==> src/rtl/layer_sequencer_pkg.sv <==
// Shared types and defaults for the layer sequencer: layer kinds, FSM states,
// default table/watchdog sizes and the launch-pulse decode.
package layer_sequencer_pkg;

  localparam int unsigned MAX_LAYERS_DEF = 16;
  localparam int unsigned WDOG_W_DEF     = 24;

  typedef enum logic [1:0] {
    CONV   = 2'd0,
    POOL   = 2'd1,
    DENSE  = 2'd2,
    BYPASS = 2'd3
  } layer_type_e;

  typedef enum logic [2:0] {
    IDLE   = 3'd0,
    FETCH  = 3'd1,
    LAUNCH = 3'd2,
    WAIT   = 3'd3,
    SWAP   = 3'd4,
    FINISH = 3'd5
  } seq_state_e;

  // Launch pulse vector {dense, pool, conv} for a layer kind; BYPASS launches nothing.
  function automatic logic [2:0] start_vec(layer_type_e t);
    logic [2:0] v;
    v = 3'b000;
    case (t)
      CONV:    v = 3'b001;
      POOL:    v = 3'b010;
      DENSE:   v = 3'b100;
      default: v = 3'b000;
    endcase
    return v;
  endfunction

endpackage

==> src/rtl/layer_sequencer_table.sv <==
// layer_table: MAX_LAYERS x 2-bit layer-kind register file, one synchronous
// write port, one combinational read port, async active-low clear.
module layer_table
  import layer_sequencer_pkg::*;
#(
  parameter int unsigned MAX_LAYERS = MAX_LAYERS_DEF,
  parameter int unsigned LIDX_W     = $clog2(MAX_LAYERS)
) (
  input  logic              clk,
  input  logic              rst,
  input  logic              we_i,
  input  logic [LIDX_W-1:0] waddr_i,
  input  layer_type_e       wdata_i,
  input  logic [LIDX_W-1:0] raddr_i,
  output layer_type_e       rdata_o
);

  layer_type_e mem_q [MAX_LAYERS];

  // Out-of-range addresses are silently dropped.
  always_ff @(posedge clk or negedge rst) begin
    if (!rst) begin
      for (int i = 0; i < int'(MAX_LAYERS); i++) begin
        mem_q[i] <= CONV;
      end
    end else if (we_i && (32'(waddr_i) < MAX_LAYERS)) begin
      mem_q[waddr_i] <= wdata_i;
    end
  end

  assign rdata_o = mem_q[raddr_i];

endmodule

==> src/rtl/layer_sequencer.sv <==
// Layer sequencer: walks the programmed layer table, launches conv/pool/dense
// controllers one at a time and owns ping-pong + engine select.
// Optional WAIT watchdog enabled by defining LAYER_SEQ_WDOG_EN.
module layer_sequencer
  import layer_sequencer_pkg::*;
#(
  parameter int unsigned MAX_LAYERS = MAX_LAYERS_DEF,
  parameter int unsigned LIDX_W     = $clog2(MAX_LAYERS),
  parameter int unsigned WDOG_W     = WDOG_W_DEF
) (
  input  logic              clk,
  input  logic              rst,
  input  logic              start,
  input  logic [LIDX_W:0]   num_layers,
  input  logic              cfg_we,
  input  logic [LIDX_W-1:0] cfg_addr,
  input  logic [1:0]        cfg_type,
  input  logic              conv_done,
  input  logic              pool_done,
  input  logic              dense_done,
  input  logic [WDOG_W-1:0] wdog_limit,
  output logic              conv_start,
  output logic              pool_start,
  output logic              dense_start,
  output logic [1:0]        engine_sel,
  output logic              aybz_azby,
  output logic [LIDX_W-1:0] layer_idx,
  output logic              busy,
  output logic              done,
  output logic              timeout
);

  localparam int unsigned     NUM_W   = LIDX_W + 1;
  localparam logic [NUM_W-1:0] MAX_NUM = NUM_W'(MAX_LAYERS);

  seq_state_e        state_q, state_d;
  layer_type_e       cur_q, cur_d, tbl_rd;
  logic [LIDX_W-1:0] idx_q, idx_d;
  logic [NUM_W-1:0]  num_q, num_d, num_clamp;
  logic              ay_q, ay_d;
  logic              busy_q, busy_d;
  logic              done_q, done_d;
  logic [2:0]        st_q, st_d;
  logic              sel_done, last_layer, wdog_hit;

  // Table is kept out of the sequencer reset so a restart after reset reruns the last program.
  layer_table #(
    .MAX_LAYERS (MAX_LAYERS),
    .LIDX_W     (LIDX_W)
  ) u_table (
    .clk     (clk),
    .rst     (1'b1),
    .we_i    (cfg_we && !busy_q),
    .waddr_i (cfg_addr),
    .wdata_i (layer_type_e'(cfg_type)),
    .raddr_i (idx_q),
    .rdata_o (tbl_rd)
  );

  assign num_clamp  = (num_layers > MAX_NUM) ? MAX_NUM : num_layers;
  assign last_layer = ({1'b0, idx_q} == (num_q - NUM_W'(1)));

  always_comb begin
    sel_done = 1'b0;
    case (cur_q)
      CONV:    sel_done = conv_done;
      POOL:    sel_done = pool_done;
      DENSE:   sel_done = dense_done;
      default: sel_done = 1'b0;
    endcase
  end

`ifdef LAYER_SEQ_WDOG_EN
  logic [WDOG_W-1:0] wcnt_q, wcnt_d;
  logic              tmo_q, tmo_d;

  // Counter is held at zero outside WAIT, so it restarts on every WAIT entry.
  assign wcnt_d   = (state_q == WAIT) ? (wcnt_q + WDOG_W'(1)) : '0;
  assign wdog_hit = (wdog_limit != '0) && ((wcnt_q + WDOG_W'(1)) == wdog_limit);
  assign tmo_d    = (state_q == IDLE && start) ? 1'b0 :
                    ((state_q == WAIT && !sel_done && wdog_hit) ? 1'b1 : tmo_q);

  always_ff @(posedge clk or negedge rst) begin
    if (!rst) begin
      wcnt_q <= '0;
      tmo_q  <= 1'b0;
    end else begin
      wcnt_q <= wcnt_d;
      tmo_q  <= tmo_d;
    end
  end

  assign timeout = tmo_q;
`else
  logic unused_wdog;
  assign unused_wdog = ^wdog_limit;
  assign wdog_hit    = 1'b0;
  assign timeout     = 1'b0;
`endif

  // Next-state and registered-output logic.
  always_comb begin
    state_d = state_q;
    cur_d   = cur_q;
    idx_d   = idx_q;
    num_d   = num_q;
    ay_d    = ay_q;
    busy_d  = busy_q;
    done_d  = 1'b0;
    st_d    = 3'b000;
    case (state_q)
      IDLE: begin
        if (start) begin
          num_d = num_clamp;
          ay_d  = 1'b0;
          if (num_clamp == '0) begin
            state_d = FINISH;
            done_d  = 1'b1;
          end else begin
            state_d = FETCH;
            idx_d   = '0;
            busy_d  = 1'b1;
          end
        end
      end
      FETCH: begin
        cur_d   = tbl_rd;
        st_d    = start_vec(tbl_rd);
        state_d = LAUNCH;
      end
      LAUNCH: begin
        state_d = (cur_q == BYPASS) ? SWAP : WAIT;
      end
      WAIT: begin
        if (sel_done) begin
          state_d = SWAP;
        end else if (wdog_hit) begin
          state_d = FINISH;
          done_d  = 1'b1;
          busy_d  = 1'b0;
        end
      end
      SWAP: begin
        if (cur_q != BYPASS) begin
          ay_d = ~ay_q;
        end
        if (last_layer) begin
          state_d = FINISH;
          done_d  = 1'b1;
          busy_d  = 1'b0;
        end else begin
          idx_d   = idx_q + LIDX_W'(1);
          state_d = FETCH;
        end
      end
      FINISH: begin
        state_d = IDLE;
      end
      default: begin
        state_d = IDLE;
      end
    endcase
  end

  always_ff @(posedge clk or negedge rst) begin
    if (!rst) begin
      state_q <= IDLE;
      cur_q   <= CONV;
      idx_q   <= '0;
      num_q   <= '0;
      ay_q    <= 1'b0;
      busy_q  <= 1'b0;
      done_q  <= 1'b0;
      st_q    <= 3'b000;
    end else begin
      state_q <= state_d;
      cur_q   <= cur_d;
      idx_q   <= idx_d;
      num_q   <= num_d;
      ay_q    <= ay_d;
      busy_q  <= busy_d;
      done_q  <= done_d;
      st_q    <= st_d;
    end
  end

  assign conv_start  = st_q[0];
  assign pool_start  = st_q[1];
  assign dense_start = st_q[2];
  assign engine_sel  = cur_q;
  assign aybz_azby   = ay_q;
  assign layer_idx   = idx_q;
  assign busy        = busy_q;
  assign done        = done_q;

endmodule
==> config.mk <==
export PLATFORM = sky130hd
export DESIGN_NAME = layer_sequencer
export DESIGN_NICKNAME = d
export VERILOG_FILES = /design/src/rtl/layer_sequencer_pkg.sv /design/src/rtl/layer_sequencer_table.sv /design/src/rtl/layer_sequencer.sv
export SDC_FILE = /design/constraint.sdc
export NUM_CORES = 1
export LEC_CHECK = 0
export BUFFER_PORTS_ARGS = -buffer_cell sky130_fd_sc_hd__buf_4
export CORE_ASPECT_RATIO = 0.7
export CORE_MARGIN = 2
export CORE_UTILIZATION = 30
export DETAILED_ROUTE_END_ITERATION = 10
export SETUP_SLACK_MARGIN = 0.02
export SLEW_MARGIN = 0
export SYNTH_ARGS = -nofsm -noshare
export SYNTH_HDL_FRONTEND = slang
export SYNTH_HIERARCHICAL = 1
export SYNTH_SLANG_ARGS = --single-unit
==> constraint.sdc <==
create_clock -name clk -period 3.7 [get_ports clk]
set_clock_uncertainty 0.15 [all_clocks]
set_input_delay 0.74 -clock clk [delete_from_list [all_inputs] [get_ports clk]]
set_output_delay 0.74 -clock clk [all_outputs]
set_load 0.02 [all_outputs]
**Yosys cells after proc, flatten, opt, wreduce, memory -nomap -nowiden**

Cells that the tools add are included.

- Bits of input ports: 42
- Logic and storage cells: 94
- Output and inout port bits: 13
- Register bits after elaboration: 52

- $lt $le $gt $ge: 4
- Bitwise operators: 3
- Reduce and logical (&&, ||, !) cells: 13
- Eq/ne operators: 17
- Multiplexer cells: 31
- Add/subtract/negate cells: 2

Operator list:

| cell | count |
|---|---|
| bitwise mux 32 bit | 1 |
| two-way mux 3 bit | 6 |
| one-hot mux 3 bit (5 select lines) | 1 |
| inequality test 2 bit, second input constant | 7 |
| two-way mux 4 bit | 3 |
| >= comparator 5 bit, second input constant | 2 |
| inverter 4 -> 5 bit | 2 |
| one-hot mux 3 bit (3 select lines) | 1 |
| binary-select mux 2 bit (select 4 bit) | 1 |
| demux 2 bit (select 4 bit) | 1 |
| two-way mux 1 bit | 8 |
| one-hot mux 4 bit (2 select lines) | 1 |
| AND reduction 4 bit | 2 |
| == test 2 bit, second input constant | 3 |
| == test 3 x 2 -> 1 bit, second input constant | 2 |
| two-way mux 2 bit | 3 |
| one-hot mux 1 bit (2 select lines) | 3 |
| == test 4 x 5 -> 1 bit | 1 |
| > comparator 5 bit, second input constant | 1 |
| zero test 5 bit | 1 |
| < comparator 5 x 1 -> 1 bit, second input constant | 1 |
| two-way mux 5 bit | 1 |
| subtractor 5 x 1 -> 5 bit, second input constant | 1 |
| adder 4 x 1 -> 4 bit, second input constant | 1 |
| other kinds (12) | 16 |

**Logic depth before layout (Yosys ltp)**

Gate-level depths: netlist of run 1.

- Depth after elaboration: 7
- Gate-level depth with buffers: 8
- Depth with buffers taken out: 7

**Modules after synthesis**

Netlist of run 1, hierarchy kept.

By module, submodules not included:

| module | cells each | times used | area each (um^2) |
|---|---|---|---|
| layer_table | 111 | 1 | 1561.5 |
| layer_sequencer | 111 | 1 | 1068.5 |

**Worst setup path after synthesis of run 1**

Ideal clock, no wire load.

- Path kind: reg2reg
- From: reg num_q[0]
- To: reg idx_q[0] (netlist: layer_idx[0])
- Stages on the path, launching flop included: 9
- Arrival time: 2.014 ns
- Required time: 3.425 ns
- Setup slack: 1.412 ns
- Cell sequence: dfrtp_1 -> inv_1 -> ha_1 -> xor2_1 -> nand4_1 -> or4_1 -> buf_2 -> nand2_1 -> mux2_2

- Longest elaborated chain between the ends: 4

Ends and longest elaborated chain:

| item | line | source |
|---|---|---|
| start, declared | layer_sequencer.sv:39 | `logic [NUM_W-1:0] num_q, num_d, num_clamp;` |
| start signal, assigned | layer_sequencer.sv:179 | `num_q <= num_d;` |
| subtractor 5 x 1 -> 5 bit | layer_sequencer.sv:61 | `assign last_layer = ({1'b0, idx_q} == (num_q - NUM_W'(1)));` |
| == test 4 x 5 -> 1 bit | layer_sequencer.sv:61 |  |
| inequality test 2 bit (no source line) | - |  |
| AND reduction 4 bit (no source line) | - |  |
| end signal, assigned | layer_sequencer.sv:178 | `idx_q <= idx_d;` |
| end, declared | layer_sequencer.sv:38 | `logic [LIDX_W-1:0] idx_q, idx_d;` |

Every way passes these cells.
A chain may end at the register's enable or synchronous reset.

**Worst setup path after layout of run 1**

- From: reg idx_q[0] (netlist: layer_idx[0])
- To: reg idx_q[0] (netlist: layer_idx[0])

- Longest elaborated chain between the ends: 3

Ends and longest elaborated chain:

| item | line |
|---|---|
| adder 4 x 1 -> 4 bit or == test 4 x 5 -> 1 bit (tied branches) | layer_sequencer.sv:152, layer_sequencer.sv:61 |
| two-way mux 4 bit or inequality test 2 bit (tied branches) | - |
| one-hot mux 4 bit (2 select lines) or AND reduction 4 bit (tied branches) | - |

Parallel ways exist; a longest one is shown, timed or not. The select of a mux whose other input is x is not followed.

==> results, run 1 <==
- Setup slack closes at 1.07 ns.
- The number of gates on the worst path with buffers counted is 5.
- The count of yosys warnings during synthesis is 6.
- Of all cell types, the one taking the most synthesized area is sky130_fd_sc_hd__dfrtp_1.
- The pin slew with the least headroom to its limit is about 0.72 ns.
- The largest net degree at the start of global routing is 21.
- Averaged over all synthesized cells, the footprint is approximately 12 um2.
- The die is ~82 um tall.
- Synthesis inferred 52 register bits.
- The initial cell density of the core is a little under a third.
- Setup repair after global routing left no endpoint under its margin.
- The share of final-layout standard cells stronger than drive strength 1 is between 20% and 30%.
- The largest incremental delay on the critical path is ~0.81 ns.
- The number of sinks handled by clock tree synthesis is 52.
- Once detailed placement completed, the half-perimeter wirelength came to 4.00 mm.
- The aggregate negative setup slack is 0 ns.
- The sum of internal, switching and leakage power is 1850 uW.
- The worst setup path is launched from a flop.
- Timing analysis after detailed placement gives a worst setup slack of 1.05 ns.
- The area growth from synthesis to layout is 22.7%.
- The routed length on met2 is 2.42 mm.
- Leaving out fill and tap cells, the most frequent cell in the layout is sky130_fd_sc_hd__dfrtp_1.
- The number of antenna diodes is 0.
- In the final routing, the length of wire on met1 measures roughly 2.7 mm.
- Summing the sequential cell areas from Yosys gives about 49% of the chip area.
- Walking the worst path, the cells encountered are xor2_1, nand4_1, or4_1, nand2_1, mux2_2.
- IR analysis of the VDD net gives a maximum drop of about 0.00017 V.
- The master cell of the clock root buffer is sky130_fd_sc_hd__clkbuf_16.
- The fraction of synthesis flops using an asynchronous set or reset pin is 100%.
- The number of cell instances on the worst register-to-register path is 5.
- The unique cell type count in the Yosys netlist is 43.
- The source-to-sink clock delay at the later pin of the worst-skew pair is 0.29 ns.
- For this run, the total global-route usage over all layers was measured as between 10 and 15%.
- The leakage dissipation is between 0.0015 and 0.002 uW.
- The final critical-path share of the clock period is between 70% and 80%.
- The average wire per cell in the routed design is 13.2 um.
- The initialized floorplan defines 28 standard-cell rows.
- The critical-path maximum fanout is 14.
- The most used flip-flop cell after synthesis is sky130_fd_sc_hd__dfrtp_1.
- The pre-antenna-repair detailed-routing pass consisted of 4 iterations.
- The via count of the first global-routing pass is approximately 1.8k.
- The mapped cell area is 2630 um2.
- In this run the worst setup path begins at layer_idx[0].
- After detailed routing, the total wire length is ~5.3 mm.
- Ranked by total cell area, the synthesized netlist is headed by sky130_fd_sc_hd__dfrtp_1, sky130_fd_sc_hd__mux2_2, sky130_fd_sc_hd__mux4_1, sky130_fd_sc_hd__mux4_2, sky130_fd_sc_hd__nand2b_1.
- Input and output buffers added on the ports amount to 29.
- The core area is 8480 um2.
- The total CTS buffers is 5.
- The number of DRC markers after the initial detailed-route iteration is 104.
- Power spread over the standard cell area amounts to 573 nW/um2.
- The register clock-pin slew on the reported worst setup and hold paths is 0.07 ns.
- The initial antenna violation count is 0.
- The largest individual stage delay along the critical path comes from the cell sky130_fd_sc_hd__dfrtp_1.
- The overall die width is roughly 120 um.
- The end of the worst register-to-register path is layer_idx[0].
- The total number of H-tree levels is 2.
- The relative max-transition margin is 51.8%.
- Counting every instance in the synthesized netlist gives around 220.
- The global placement routability congestion is roughly 0.77.
- Together, buffers and inverters on the worst path number 0.
- STA puts the critical path data required time at roughly 3.7 ns.
- Once the clock tree was built, the resizer swapped 0 gates to a different size.
- After synthesis, the largest area contributor takes up a little under 50% of total cell area.
- The category of the worst setup path capture point is a flop.
- The remaining number of nets flagged by the antenna check after routing is 0.
- At the end of the flow, the number of nets in the layout was around 330.
- The first global-routing pass estimated around 9 mm of wire.
- The number of hold buffers added after CTS was 0.
- Signal routing reaches up to met4.
- The fill cell total of the finished layout is 869.
- The run finished with clean final reports.
- The most critical setup path has its endpoint at layer_idx[0].
- The routed via count is 1791.
- For this design the top-level I/O count stands at 55.
- The class of the worst hold path is in2async.
- The total overflow left after global routing is 0.
- The data arrival time of the critical path is between 2 and 3 ns.
- TritonCTS built the clock tree.
- Leaving out fill and tap cells, the most frequent cells in the layout are sky130_fd_sc_hd__dfrtp_1, sky130_fd_sc_hd__mux2_2, sky130_fd_sc_hd__conb_1.
- The count of final setup violators is 0.
- The setup check on the worst reg-to-reg path leaves a slack of 1.07 ns.
- The minimum clock period after layout is ~2.6 ns.
- The count of final max-slew check failures came to 0.
- In the detailed route, the total length drawn on met3 is between 150 and 200 um.
- Across the run, the number of max-cap violations was 0.
- The via-per-instance ratio is around 4.4.
- The post-CTS setup buffer count is 0.
- The family with the most delay on the worst path is simple AND/OR/NAND/NOR gates.
- After detailed routing, the number of remaining DRC violations is 0.
- Static timing analysis puts the maximum clock frequency at 381 MHz.
- In this run the deepest clock path goes through 2 buffers.
- The number of endpoints with negative hold slack in the final report is 0.
- The critical path is of the reg2reg type.
- The number of enable flip-flop cells after synthesis is 0.
- The floorplan step defined a die boundary enclosing approximately 9500 um2.
- The worst register-to-register path begins at layer_idx[0].
-- Yosys cell counts, drive strengths merged, types with 2 or more instances --
master and instances:
nand2 18, a21oi 4, dfrtp 52, nand3 8
nor2b 3, clkbuf 4, o21ai 8, a22oi 2
mux2 37, nor3 3, nor2 19, nor3b 5
xnor2 4, ha 2, nand3b 2, conb 2
mux4 8, inv 4, xor2 3, nand2b 11
buf 4, a21o 2
-- power by group --
part           total (uW)  internal [uW]  switching [uW]
clock                 473            270             203
sequential            844            686             159
combinational         532            281             251
total                1850           1240             613
-- stage by stage --
step / utilization, % / cell area (um2) / hold WS [ns] / std cells
finish: 38.1 / 3230 / 0.171 / 403
global route: 38.1 / 3230 / 0.184 / 403
CTS: 38.1 / 3230 / 0.182 / 403
detailed placement: 36.3 / 3080 / 0.337 / 395
global placement: 36.3 / 3080 / 0.331 / 395
floorplan: - / 2750 / 0.294 / 253
-- routing by layer --
metal  vias to the layer above  track usage [%]
met4                         0             3.69
met1                       884             17.0
li1                        878                -
met2                        25             19.4
met5                         -                0
met3                         4             2.99
-- cells by family after synthesis --
group	after synthesis	synth area share [%]
compound gates	24	5.99
xor+xnor	7	2.33
fa+ha+maj	2	0.951
buf+inv	12	2.24
flops	52	49.5
mux	46	23.6
other cells	2	0.286
simple gates	77	15.1
-- area by class of cell --
type                            count  area [um2]  area share (%)
Multi-Input combinational cell    189        1390            42.9
Sequential cell                    52        1300            40.3
Timing Repair Buffer               30         225            6.98
Tap cell                          120         150            4.65
Clock buffer                        7         143            4.42
Inverter                            4        15.0           0.465
Clock inverter                      1        7.51           0.233
-- how the worst min path moves through the flow --
| stage | startpoint | end |
|---|---|---|
| after CTS | rst | state_q[2] |
| final | rst | aybz_azby |
| after detailed placement | u_table/mem_q[6] | u_table/mem_q[6] |
| after floorplan | rst | aybz_azby |
| after global placement | u_table/mem_q[0] | u_table/mem_q[0] |
| after global routing | rst | aybz_azby |
-- flip-flops by register name, summed over array words and instances (netlist names) --
signal / flops
aybz_azby: 1
busy: 1
done: 1
engine_sel: 2
layer_idx: 4
num_q: 5
st_q: 3
state_q: 3
u_table/mem_q: 32
No activity file was read; power rests on OpenSTA's default activity.
==> run 2: changes to the inputs <==
==> constraint.sdc (replaced) <==
create_clock -name clk -period 2.1 [get_ports clk]
set_clock_uncertainty 0.15 [all_clocks]
set_input_delay 0.42 -clock clk [delete_from_list [all_inputs] [get_ports clk]]
set_output_delay 0.42 -clock clk [all_outputs]
set_load 0.02 [all_outputs]
==> run 2 against run 1 <==
  * Sequential share of layout area decreased by 2.6 points
  * Count of clock-buffer cells in the layout increased by 1
  * The run now ends with setup timing left
  * Clock power increased by 73%
  * Total power increased by 91%
==> results, run 2 (same netlist as run 1, synthesis figures left out) <==
- The flow ran to the end, but the final reports show violations.
- The checks that failed: setup timing.
- TritonCTS built the clock tree.
- The largest register by flop count is u_table/mem_q.
- Once detail routing completed, the nets flagged for antenna violations numbered 0.
- The data arrival time of the critical path is between 2 and 2.5 ns.
- The leakage dissipation is about 0.0017 uW.
- The worst setup path is of the reg2reg kind.
- Global routing used approximately an eighth of the available tracks.
- The reported max-cap violation count is 0.
- Along the worst path, the maximum fanout reaches 5.
- In this run the critical register-to-register path is captured at state_q[2].
- The tightest min-delay check is of the in2reg type.
- Once the floorplan was initialized, standard cells occupied 31.0% of the core.
- For this run, the detailed router's first-pass iteration total came to 4.
- The via count of the first global-routing pass is 1789.
- The count of final setup violators is 4.
- The startpoint of the lowest-slack hold path is start.
- The kind of start point of the critical path is a flop.
- At the later pin of the worst-skew pair, clock insertion delay measures ~0.28 ns.
- For the finished layout, the period the worst path requires is between 2 and 2.5 ns.
- Timing analysis after detailed placement gives a worst setup slack of -0.166 ns.
- Measured in cells, the most critical reg-to-reg path has a length of 7.
- The total routed wirelength is between 5 and 6 mm.
- The critical path startpoint is num_q[1].
- The region available for standard cell placement spans between 8000 and 9000 um2.
- For this run, the post-layout net count is around 350.
- For this design the top-level I/O count stands at 55.
- The die covers around 9500 um2.
- The internal portion of the total power is approximately 2400 uW.
- The number of endpoints with negative hold slack in the final report is 0.
- The half-perimeter wire length after detailed placement is around 4.1 mm.
- The finished cells cover roughly 3400 um2.
- The total number of H-tree levels is 2.
- Port buffering added 29 buffers.
- The global route total overflow is 0.
- The clock passes through at most 2 buffers.
- After detailed routing, the average wire length per cell comes to 12.9 um.
- Static timing analysis puts the maximum clock frequency at around 470 MHz.
- The floorplan step set the die height to 82.3 um.
- The clock net in this run drives a total of 52 sinks.
- Of the cells placed in the final design, the portion with a size suffix greater than 1 is roughly a third.
- The wire length of the first global-routing pass is 8.88 mm.
- The final critical-path share of the clock period is 101%.
- At the worst endpoint, the required time is roughly 2.2 ns.
- The count of final max-slew check failures is 0.
- The final worst setup slack is -0.0254 ns.
- The initial antenna violation count is 0.
- Setup repair after global routing could not meet its margin everywhere.
- Dividing the detail-routed via count by the number of cells gives 4.39.
- The worst hold path passes through 3 cells.
- The largest net degree at the start of global routing is 21.
- The fraction of power consumed by the clock network is between 20% and 30%.
- Row generation in the floorplan step produced 28 rows.
- Compared with the post-synthesis result, the final layout area differs by 31.1%.
- The power per unit of standard cell area is 1020 nW/um2.
- The congestion estimate from routability-driven global placement came to 0.795.
- The root buffer cell chosen for the clock tree is sky130_fd_sc_hd__clkbuf_16.
- Of the total power, combinational logic draws a little under two fifths.
- Per report_power, the sequential group accounts for approximately 39% of the total.
- IR analysis of the VDD net gives a maximum drop of 0.000365 V.
- The register with the most flip-flops in the layout has 32 of them.
- The critical path ends at state_q[2].
- Clock-pin slew was measured on the worst setup and hold paths at 0.07 ns.
- The start of the worst register-to-register path is num_q[1].
- Across all register-to-register paths, the minimum setup slack is -0.03 ns.
- Detailed routing inserted a total of between 1.5k and 2k vias.
- For this design the total switching power over the nets is between 1000 and 1500 uW.
- The number of DRC markers after the initial detailed-route iteration is between 100 and 150.
- The library cells used most frequently in the layout, excluding fill and tap cells, are sky130_fd_sc_hd__dfrtp_1, sky130_fd_sc_hd__buf_4, sky130_fd_sc_hd__mux2_2.
- The number of antenna diodes in the final layout is 0.
- The detailed-route DRC error count is 0.
- STA classifies the critical path endpoint as a flop.
- After detailed placement, the total cell area comes to 3250 um2.
- In this run, CTS created clock tree buffers numbering 5.
- The library cell used most frequently in the layout, excluding fill and tap cells, is sky130_fd_sc_hd__dfrtp_1.
- In this run switching power makes up roughly 32% of total power.
- The overall die width is ~120 um.
[run 2: routing by layer]
| layer | global-route usage (%) | vias to the layer above | share of wire [%] |
|---|---|---|---|
| met5 | 0 | - | 0 |
| met4 | 3.69 | 0 | 1.2 |
| met3 | 2.63 | 6 | 3.4 |
| met2 | 18.0 | 27 | 43 |
| met1 | 18.0 | 901 | 52 |
| li1 | - | 925 | - |
[run 2: cell type report]
class                           instances  area, um2
Fill cell                             847       5030
Multi-Input combinational cell        189       1440
Sequential cell                        52       1300
Timing Repair Buffer                   50        398
Tap cell                              120        150
Clock buffer                            8        146
Inverter                                4       15.0
[run 2: worst min path at each step]
| stage | to | slack [ns] |
|---|---|---|
| 3_5_place_dp | state_q[1] | 0.17 |
| 5_1_grt | done | 0.25 |
| 2_1_floorplan | aybz_azby | -0.03 |
| 6_report | done | 0.23 |
| 4_1_cts | done | 0.23 |
| 3_3_place_gp | state_q[2] | 0.17 |
[run 2: timing repair]
action | CTS | global route
pin swaps | 1 | 2
endpoints found under the hold margin | 20 | 0
endpoints found under the setup margin | 6 | 8
setup buffers | 2 | 0
hold buffers | 1 | 0
resized for setup | 2 | 5
[run 2: metrics by stage]
step / cells / power (uW) / hold slack (ns) / utilization [%] / setup TNS [ns]
after floorplan: 253 / 2200 / -0.0256 / - / -0.179
after global placement: 413 / 2650 / 0.173 / 38.4 / -0.512
after detailed placement: 413 / 2680 / 0.171 / 38.4 / -0.661
after CTS: 423 / 3540 / 0.228 / 40.4 / -0.228
after global routing: 423 / 3770 / 0.249 / 40.7 / -0.444
final: 423 / 3520 / 0.228 / 40.7 / -0.0616
[run 2: worst max-delay path, cell delays in order (launching register included)]
cell                       delay (ns)
sky130_fd_sc_hd__dfrtp_1         0.37
sky130_fd_sc_hd__inv_2           0.06
sky130_fd_sc_hd__ha_4            0.16
sky130_fd_sc_hd__nor3b_2         0.15
sky130_fd_sc_hd__xor2_1          0.14
sky130_fd_sc_hd__or4_4           0.57
sky130_fd_sc_hd__a222oi_1        0.27
sky130_fd_sc_hd__a21boi_2        0.20
[run 2: power groups by stage]
stage | Sequential [uW] | Combinational [uW] | Clock [uW]
2_1_floorplan | 1460 | 739 | 0
5_1_grt | 1410 | 1480 | 889
6_report | 1380 | 1330 | 818
3_3_place_gp | 1380 | 1270 | 0
3_5_place_dp | 1390 | 1290 | 0
4_1_cts | 1380 | 1310 | 850
==> run 3: changes to the inputs <==
--- a/config.mk
+++ b/config.mk
@@ -7,7 +7,7 @@
 export LEC_CHECK = 0
 export BUFFER_PORTS_ARGS = -buffer_cell sky130_fd_sc_hd__buf_4
 export CORE_ASPECT_RATIO = 0.7
-export CORE_MARGIN = 2
+export CORE_MARGIN = 3
 export CORE_UTILIZATION = 30
 export DETAILED_ROUTE_END_ITERATION = 10
 export SETUP_SLACK_MARGIN = 0.02
==> run 3 against run 2 <==
  * The flow still finishes with violations (setup timing)
  * Register-to-register slack barely moved
  * Critical path depth stayed put
  * Die area up 4.2%
  * Total power barely moved
  * Cell area is 1.2% lower
  * Setup slack worse by 0.014 ns
  * Maximum frequency is 0.68% lower
  * Sequential share of layout area up 0.44 points
  * Flip-flop and latch count is the same
  * Routed wire length rose by 2.5%
==> results, run 3 (same netlist as run 1, synthesis figures left out) <==
- The later pin in the worst-skew pair is clocked with a latency of 0.29 ns.
- The number of buffers and inverters on the critical path is 1.
- The worst setup path is launched from a flop.
- The minimum clock period after layout is between 2 and 2.5 ns.
- After filler insertion, the fill cell instance count of the layout stands at approximately 820.
- TritonCTS built the clock tree.
- The detailed-route DRC error count is 0.
- In the routed layout, each cell is associated on average with a via count of between 4 and 5.
- Across every metal layer, demand over resource in global routing totals 11.8%.
- The data arrival time of the critical path is 2.16 ns.
- The wire length of the first global-routing pass is ~9.6 mm.
- For this design the static power due to leakage is approximately 0.0016 uW.
- In this run the worst path has a maximum fanout of 5.
- In this design, the stage delay of the slowest critical-path cell is between 0.5 and 0.6 ns.
- IR analysis of the VDD net gives a maximum drop of 0.000357 V.
- Across the run, the number of max-cap violations was 0.
- The critical path is of the reg2reg type.
- In the final design database the tool counted between 300 and 400 nets.
- The count of final max-slew check failures was 0.
- Entering global routing, the biggest net connects 21 pins.
- The initial antenna violation count is 0.
- The register clock-pin slew on the reported worst setup and hold paths is around 0.07 ns.
- The class of the worst hold path is in2reg.
- In the final layout, flip-flops and latches occupy about 1300 um2.
- The register with the most flip-flops in the layout has 32 of them.
- The quantity of I/O buffers inserted on ports is 29.
- Signal routing reaches up to met4.
- between 50 and 60 I/O pins were placed.
- The final worst setup slack is -0.0398 ns.
- 0 antenna diodes ended up in the layout.
- The checks that failed: setup timing.
- The number of DRC markers after the initial detailed-route iteration is 119.
- The routed via count is between 1.5k and 2k.
- Dividing the final minimum period by the clock period gives 102%.
- The area of combinational cells with multiple inputs is 1430 um2.
- The library cells used most frequently in the layout, excluding fill and tap cells, are sky130_fd_sc_hd__dfrtp_1, sky130_fd_sc_hd__buf_4, sky130_fd_sc_hd__mux2_2.
- The core area is 8180 um2.
- The internal power of the cells totals approximately 2400 uW.
- In this run the power spent charging and discharging nets is around 1200 uW.
- The global placement routability congestion is about 0.77.
- The deepest clock path buffer count is 2.
- Cells with a size suffix above 1 make up between 30% and 40% of the layout.
- The worst setup slack after placement is -0.161 ns.
- Walking the worst path, the cells encountered are inv_2, ha_4, nor3b_2, xor2_1, or4_4, nand2_4, mux2_4.
- Summed over all layers, the global routing overflow is 0.
- The average wire per cell in the routed design is 13.4 um.
- The row count is 27.
- The total CTS buffers is 5.
- The highest clock rate is between 400 and 500 MHz.
- Detailed routing placed a total of between 200 and 250 um of wire on met3.
- The initial cell density of the core is roughly a third.
- The master cell of the clock root buffer is sky130_fd_sc_hd__clkbuf_16.
- u_table/mem_q holds more flip-flops than any other register.
- The count of nets left with antenna violations once routing finished came out at 0.
- Wires add up to about 5.6 mm.
- The H-tree was split into 2 levels.
- The die is between 100 and 150 um wide.
- In the final routing, the length of wire on met1 measures between 2 and 3 mm.
- Setup repair after global routing could not meet its margin everywhere.
- The combinational fraction of design power is approximately 37%.
- The area growth from synthesis to layout is 29.5%.
- The flow ran to the end, but the final reports show violations.
- The count of final setup violators is 4.
- The part of the total power dissipated in sequential elements is 39.4%.
- STA classifies the critical path endpoint as a flop.
- The via count of the first global-routing pass is 1996.
- Overall power consumption after layout is estimated at 3530 uW.
- The clock drives 52 sinks.
- The power per unit of standard cell area is roughly 1000 nW/um2.
- The slowest stage of the critical path belongs to the cell sky130_fd_sc_hd__or4_4.
- STA puts the critical path data required time at ~2.1 ns.
- Of the total power, the share spent switching nets is roughly 33%.
- The fraction of power consumed by the clock network is between 20% and 30%.
- The family with the most delay on the worst path is simple AND/OR/NAND/NOR gates.
- After routing, the total negative slack on setup checks comes to -0.117 ns.
- The library cell used most frequently in the layout, excluding fill and tap cells, is sky130_fd_sc_hd__dfrtp_1.
- After detailed routing, the met2 layer carries 2.43 mm of wire.
- The number of endpoints with negative hold slack in the final report was 0.
- The floorplan step defined a die boundary enclosing between 9000 and 10000 um2.
- The pre-antenna-repair detailed-routing pass consisted of 4 iterations.
- The chip height is around 84 um.
- The HPWL after detailed placement is just over 4 mm.
## run 3: timing repair
item,CTS,global route
endpoints found under the setup margin,6,7
resized for setup,4,2
buffers inserted,1,0
hold buffers,1,0
pin swaps,2,0
hold endpoints to repair,20,0
## run 3: per-stage QoR
| stage | utilization [%] | area, um2 | std cells | hold slack (ns) |
|---|---|---|---|---|
| global placement | 39.4 | 3220 | 406 | 0.170 |
| finish | 41.7 | 3410 | 416 | 0.239 |
| detailed placement | 39.4 | 3220 | 406 | 0.168 |
| floorplan | - | 2780 | 253 | -0.0256 |
| CTS | 41.7 | 3410 | 416 | 0.239 |
| global route | 41.7 | 3410 | 416 | 0.256 |
## run 3: metal layers
metal | vias to the layer above | GRT usage [%]
met2 | 26 | 18.0
met3 | 4 | 3.23
li1 | 911 | -
met5 | - | 0
met1 | 946 | 17.0
met4 | 0 | 2.55
## run 3: path summary, 6_finish.rpt
check                      slack, ns  cells past startpoint             start                to
setup / recovery               -0.04                      7          num_q[0]      layer_idx[1]
hold / removal                  0.24                      3             start              done
setup reg to reg               -0.04                      7          num_q[0]      layer_idx[1]
hold reg to reg                 0.35                      1  u_table/mem_q[9]  u_table/mem_q[9]
max in group asynchronous       1.18                      2               rst          num_q[1]
min in group asynchronous       0.39                      2               rst              done
## run 3: tightest hold or removal path, cell delays in order
cell and delay (ns):
sky130_fd_sc_hd__buf_4 0.10, sky130_fd_sc_hd__nand3_1 0.06, sky130_fd_sc_hd__nand2_1 0.06
## run 3: final cells by class
class / instances / share of cell area (%)
Multi-Input combinational cell: 189 / 41.9
Sequential cell: 52 / 38.2
Timing Repair Buffer: 47 / 10.8
Tap cell: 116 / 4.26
Clock buffer: 7 / 4.19
Inverter: 4 / 0.441
Clock inverter: 1 / 0.220
## run 3: power groups by stage
stage | logic, uW | registers [uW] | clock network, uW
4_1_cts | 1290 | 1390 | 861
5_1_grt | 1440 | 1420 | 910
3_5_place_dp | 1250 | 1400 | 0
6_report | 1300 | 1390 | 837
3_3_place_gp | 1240 | 1390 | 0
2_1_floorplan | 739 | 1460 | 0
